[src/rtl/uart_tx_fsm.sv]
// UART transmit frame controller: sequences start, data, optional parity and stop
// bits around an external serializer, with a watchdog on the data phase.
module uart_tx_fsm #(
  parameter int unsigned DATA_WIDTH = 8,
  parameter int unsigned WD_SLACK   = 2
) (
  input  logic                  clk,
  input  logic                  rst,
  input  logic [DATA_WIDTH-1:0] p_data,
  input  logic                  data_valid,
  input  logic                  par_en,
  input  logic                  par_typ,
  input  logic                  ser_data,
  input  logic                  ser_done,
  output logic                  ser_en,
  output logic                  tx_out,
  output logic                  busy,
  output logic                  frame_err
);

  localparam int unsigned WD_LIMIT = DATA_WIDTH + WD_SLACK;
  localparam int unsigned CNT_W    = $clog2(WD_LIMIT + 1);

  typedef enum logic [2:0] {
    S_IDLE   = 3'd0,
    S_START  = 3'd1,
    S_DATA   = 3'd2,
    S_PARITY = 3'd3,
    S_STOP   = 3'd4
  } state_t;

  state_t             r_state;
  state_t             w_state_nxt;
  logic [CNT_W-1:0]   r_cnt;
  logic [CNT_W-1:0]   w_cnt_nxt;
  logic               r_par_en;
  logic               w_par_en_nxt;
  logic               r_par_bit;
  logic               w_par_bit_nxt;
  logic               r_frame_err;
  logic               w_frame_err_nxt;
  logic               w_accept;
  logic               w_done_ok;

  // State and frame-context registers
  always_ff @(posedge clk) begin
    if (!rst) begin
      r_state     <= S_IDLE;
      r_cnt       <= '0;
      r_par_en    <= 1'b0;
      r_par_bit   <= 1'b0;
      r_frame_err <= 1'b0;
    end else begin
      r_state     <= w_state_nxt;
      r_cnt       <= w_cnt_nxt;
      r_par_en    <= w_par_en_nxt;
      r_par_bit   <= w_par_bit_nxt;
      r_frame_err <= w_frame_err_nxt;
    end
  end

  // Next-state logic; ser_done only counts once at least one data bit has gone out
  always_comb begin
    w_state_nxt     = r_state;
    w_cnt_nxt       = r_cnt;
    w_par_en_nxt    = r_par_en;
    w_par_bit_nxt   = r_par_bit;
    w_frame_err_nxt = 1'b0;
    w_accept        = 1'b0;
    w_done_ok       = ser_done && (r_cnt != '0);

    case (r_state)
      S_IDLE: begin
        if (data_valid) begin
          w_accept    = 1'b1;
          w_state_nxt = S_START;
        end
      end
      S_START: begin
        w_cnt_nxt   = '0;
        w_state_nxt = S_DATA;
      end
      S_DATA: begin
        if (r_cnt != CNT_W'(WD_LIMIT)) begin
          w_cnt_nxt = r_cnt + CNT_W'(1);
        end
        if (w_done_ok) begin
          w_state_nxt = r_par_en ? S_PARITY : S_STOP;
        end else if (r_cnt >= CNT_W'(WD_LIMIT - 1)) begin
          w_state_nxt     = S_STOP;
          w_frame_err_nxt = 1'b1;
        end
      end
      S_PARITY: begin
        w_state_nxt = S_STOP;
      end
      S_STOP: begin
        if (data_valid) begin
          w_accept    = 1'b1;
          w_state_nxt = S_START;
        end else begin
          w_state_nxt = S_IDLE;
        end
      end
      default: begin
        w_state_nxt = S_IDLE;
      end
    endcase

    if (w_accept) begin
      w_par_en_nxt  = par_en;
      w_par_bit_nxt = (^p_data) ^ par_typ;
    end
  end

  // Line and handshake decode from the registered state
  always_comb begin
    tx_out = 1'b1;
    busy   = 1'b1;
    ser_en = 1'b0;
    case (r_state)
      S_IDLE:   busy   = 1'b0;
      S_START:  tx_out = 1'b0;
      S_DATA: begin
        tx_out = ser_data;
        ser_en = 1'b1;
      end
      S_PARITY: tx_out = r_par_bit;
      S_STOP:   tx_out = 1'b1;
      default:  busy   = 1'b0;
    endcase
  end

  assign frame_err = r_frame_err;

endmodule
[config.mk]
export PLATFORM = sky130hd
export DESIGN_NAME = uart_tx_fsm
export DESIGN_NICKNAME = d
export VERILOG_FILES = /design/src/rtl/uart_tx_fsm.sv
export SDC_FILE = /design/constraint.sdc
export NUM_CORES = 1
export LEC_CHECK = 0
export CAP_MARGIN = 20
export CORE_UTILIZATION = 49
export CTS_CLUSTER_SIZE = 8
export DETAILED_ROUTE_END_ITERATION = 8
export GPL_ROUTABILITY_DRIVEN = 1
export GPL_TIMING_DRIVEN = 0
export HOLD_SLACK_MARGIN = 0.08
export PLACE_DENSITY = 0.81
export SYNTH_ARGS = -nofsm -noshare
export SYNTH_HDL_FRONTEND = slang
export SYNTH_SLANG_ARGS = --single-unit
[constraint.sdc]
create_clock -name clk -period 3 [get_ports clk]
set_clock_uncertainty 0.2 [all_clocks]
set_input_delay 0.45 -clock clk [delete_from_list [all_inputs] [get_ports clk]]
set_output_delay 0.45 -clock clk [all_outputs]
set_load 0.1 [all_outputs]
==> results of run 1 <==
==> power by group <==
part	switching (mW)	internal, mW
Clock	0.0528	0.0739
Combinational	0.0686	0.0510
Sequential	0.00645	0.139
==> area by class of cell <==
class,instances,share of cell area
timing repair buffer,18,0.190
tap,15,0.0201
sequential,10,0.214
clock buffer,4,0.0388
buffer,3,0.0120
multi-input combinational,67,0.497
inverter,7,0.0281
==> worst paths after layout <==
path                                               from                       to  cells after the start
worst max-delay path            r_state[0]$_SDFFE_PN0P_                   ser_en                      3
worst min register to register    r_par_en$_SDFFE_PN0P_    r_par_en$_SDFFE_PN0P_                      2
worst min-delay path              r_par_en$_SDFFE_PN0P_    r_par_en$_SDFFE_PN0P_                      2
worst max register to register    r_cnt[1]$_SDFFE_PN0P_  r_state[1]$_SDFFE_PN0P_                      6
==> kinds of logic (layout without fill, tap and decap cells) <==
group | count (synthesis) | in the layout | share of synthesized area
AND/OR/NAND/NOR | 37 | 37 | 0.292
adder cells (fa/ha/maj) | 5 | 5 | 0.0896
XOR/XNOR | 7 | 7 | 0.108
flip-flops | 10 | 10 | 0.287
AO/OA/AOI/OAI | 17 | 17 | 0.156
buffers and inverters | 10 | 32 | 0.0538
multiplexers | 1 | 1 | 0.0143
==> flip-flops by register name (all words and copies together) (netlist names) <==
name       cells
r_par_bit      1
r_cnt          4
frame_err      1
r_state        3
r_par_en       1
==> metal layers <==
layer,share of wire,wire [um],vias to the layer above
li1,-,-,352
met1,0.46,690,305
met2,0.48,712,17
met3,0.062,92,0
met4,0,0,0
met5,0,0,-
==> cells in the final DEF (no fill, tap or decap) <==
master / instances
nor2_1: 7
clkbuf_8: 1
a2111oi_0: 1
a21o_1: 1
inv_1: 7
and3b_1: 1
clkbuf_4: 3
or3b_1: 1
xnor3_1: 1
nor3_2: 1
or3b_2: 2
mux2i_1: 1
clkdlybuf4s50_1: 16
nand3_1: 3
nand2_1: 6
o21a_1: 1
ha_1: 5
nand3b_1: 1
a22o_1: 1
nor3_1: 4
or2_2: 1
dfxtp_1: 10
xor2_1: 1
and2_1: 1
nor3b_1: 3
clkbuf_1: 3
nor2b_1: 2
a32oi_1: 2
xnor2_1: 5
dlygate4sd2_1: 2
a22oi_1: 1
a31oi_1: 1
nor4_1: 1
nand4_1: 3
a21oi_1: 5
o21ai_0: 4
==> worst max-delay path, cell delays in order (launching register included) <==
cell and delay, ns:
dfxtp_1 0.37, clkbuf_1 0.25, nor3_2 0.22, clkdlybuf4s50_1 1.16
==> through the flow <==
stage | util | hold WS (ns)
3_5_place_dp | 0.685 | 0.318
2_1_floorplan | - | 0.275
3_3_place_gp | 0.685 | 0.308
5_1_grt | 0.710 | 0.371
6_report | 0.710 | 0.334
4_1_cts | 0.710 | 0.336
==> results.cfg, run 1 <==
[global_route]
antenna_found_initial = 0
grt_pass1_wl_um = 2390
grt_util_met3 = 0.0852
met1_usage = 0.326
grt_usage = 0.225
grt-ovfl-total = 0
met2_usage = 0.316
top_usage_layer = met1
grt_max_degree = 11
grt_pass1_vias = 529

[placed_design]
port-buffer-count = 18
dp_cells = 120
place_ws_ns = 0.0282
placed_area_um2 = 902
dpl.hpwl_um = 1130
routabilityCongestion = 0.750

[yosys]
yosysWarnings = 0
synth_flop_cell = dfxtp_1
synth.top_cells.by_area = dfxtp_1 (29%), ha_1 (9.0%), xnor2_1 (6.3%), inv_1 (3.8%), nor2_1 (3.8%)
synth_most_common_cell = dfxtp_1
synth_top_area_share = 0.287
synth-seq-cells = 10
yosysTopAreaCell = dfxtp_1
synth-seq-area-share = 0.287
async_flop_share = 0
post_synth.cell_area_avg_um2 = 8.02
synth_area_um2 = 698
synthTopCellsByCount = dfxtp_1 (10), inv_1 (7), nor2_1 (7), nand2_1 (6)
synth-edff-count = 0
ys_types = 31
synthCells = 87
syn_nets = 107

[power_and_ir_drop]
power.density_nw_per_um2 = 419
p_leak_nw = 0.375
p_total_uw = 392
ir_worst_vdd_uv = 279

[clock_network]
cts_tree = built
cts.sinks = 10
numCtsBuffers = 3
cts.root.buffer_cell = clkbuf_4
cts-hold-fix-buffers = 0
clk_pin_slew_worst_paths_ns = 0.08
clock_path_buffers = 2
clk_latency_ns = 0.28
post_cts_buffers = 0
cts_resized = 2
htree_levels = 1

[cells_and_area]
areaGrowthSynthToFinish_pct = 34.1
n_fill_cell = 116
fin_area_um2 = 936
nets = 130
multi_input_area_um2 = 465
drive_above_1_share = 0.0734
ff_latch_area_um2 = 200
finalNonFillerCells = 124
antenna_cells = 0

[timing]
worst_pin_slew_ns = 0.966
period_share = 0.976
maxSlewViolCount = 0
hold_viol_final = 0
fmax_ghz = 0.341
slew-limit-headroom = 0.354
fin_ws_ns = 0.0712
report.final.setup_viol = 0
finalCriticalPeriod_ns = 2.93
tns_ns = 0
rsz0062_at_grt = false

[detailed_routing]
vias = 674
wl_per_cell_um = 12.1
drt_iter0_markers = 18
antenna_left = 0
drc = 0
viasPerCell = 5.44
wl_um = 1500
first_pass_iters = 4

[worst_setup_path]
cp_max_fo = 10
arrival_ns = 2.28
criticalPathCategory = reg -> out
critPathRequiredTime_ns = 2.35
regToRegSetupSlack_ns = 0.99
cp-end-kind = output pin
startpoint_type = flip-flop

[die]
chipWidth_um = 39.7
dieArea_um2 = 1580
die_h_um = 39.7
start_util = 0.530
num_rows = 13
design.core.area_um2 = 1320
io_pins = 19

[run]
max_cap_violations = 0

[worst_hold_path]
min_path_type = reg -> reg

[run_status]
status = complete, no violations
Note: power is estimated with default switching activity, not from simulation.
==> run 2: changes to the inputs <==
--- a/config.mk
+++ b/config.mk
@@ -9,7 +9,6 @@
 export CORE_UTILIZATION = 49
 export CTS_CLUSTER_SIZE = 8
 export DETAILED_ROUTE_END_ITERATION = 8
-export GPL_ROUTABILITY_DRIVEN = 1
 export GPL_TIMING_DRIVEN = 0
 export HOLD_SLACK_MARGIN = 0.08
 export PLACE_DENSITY = 0.81
==> results of run 2 <==
Same layout as run 1: the final DEF is identical, and so are final timing and power.
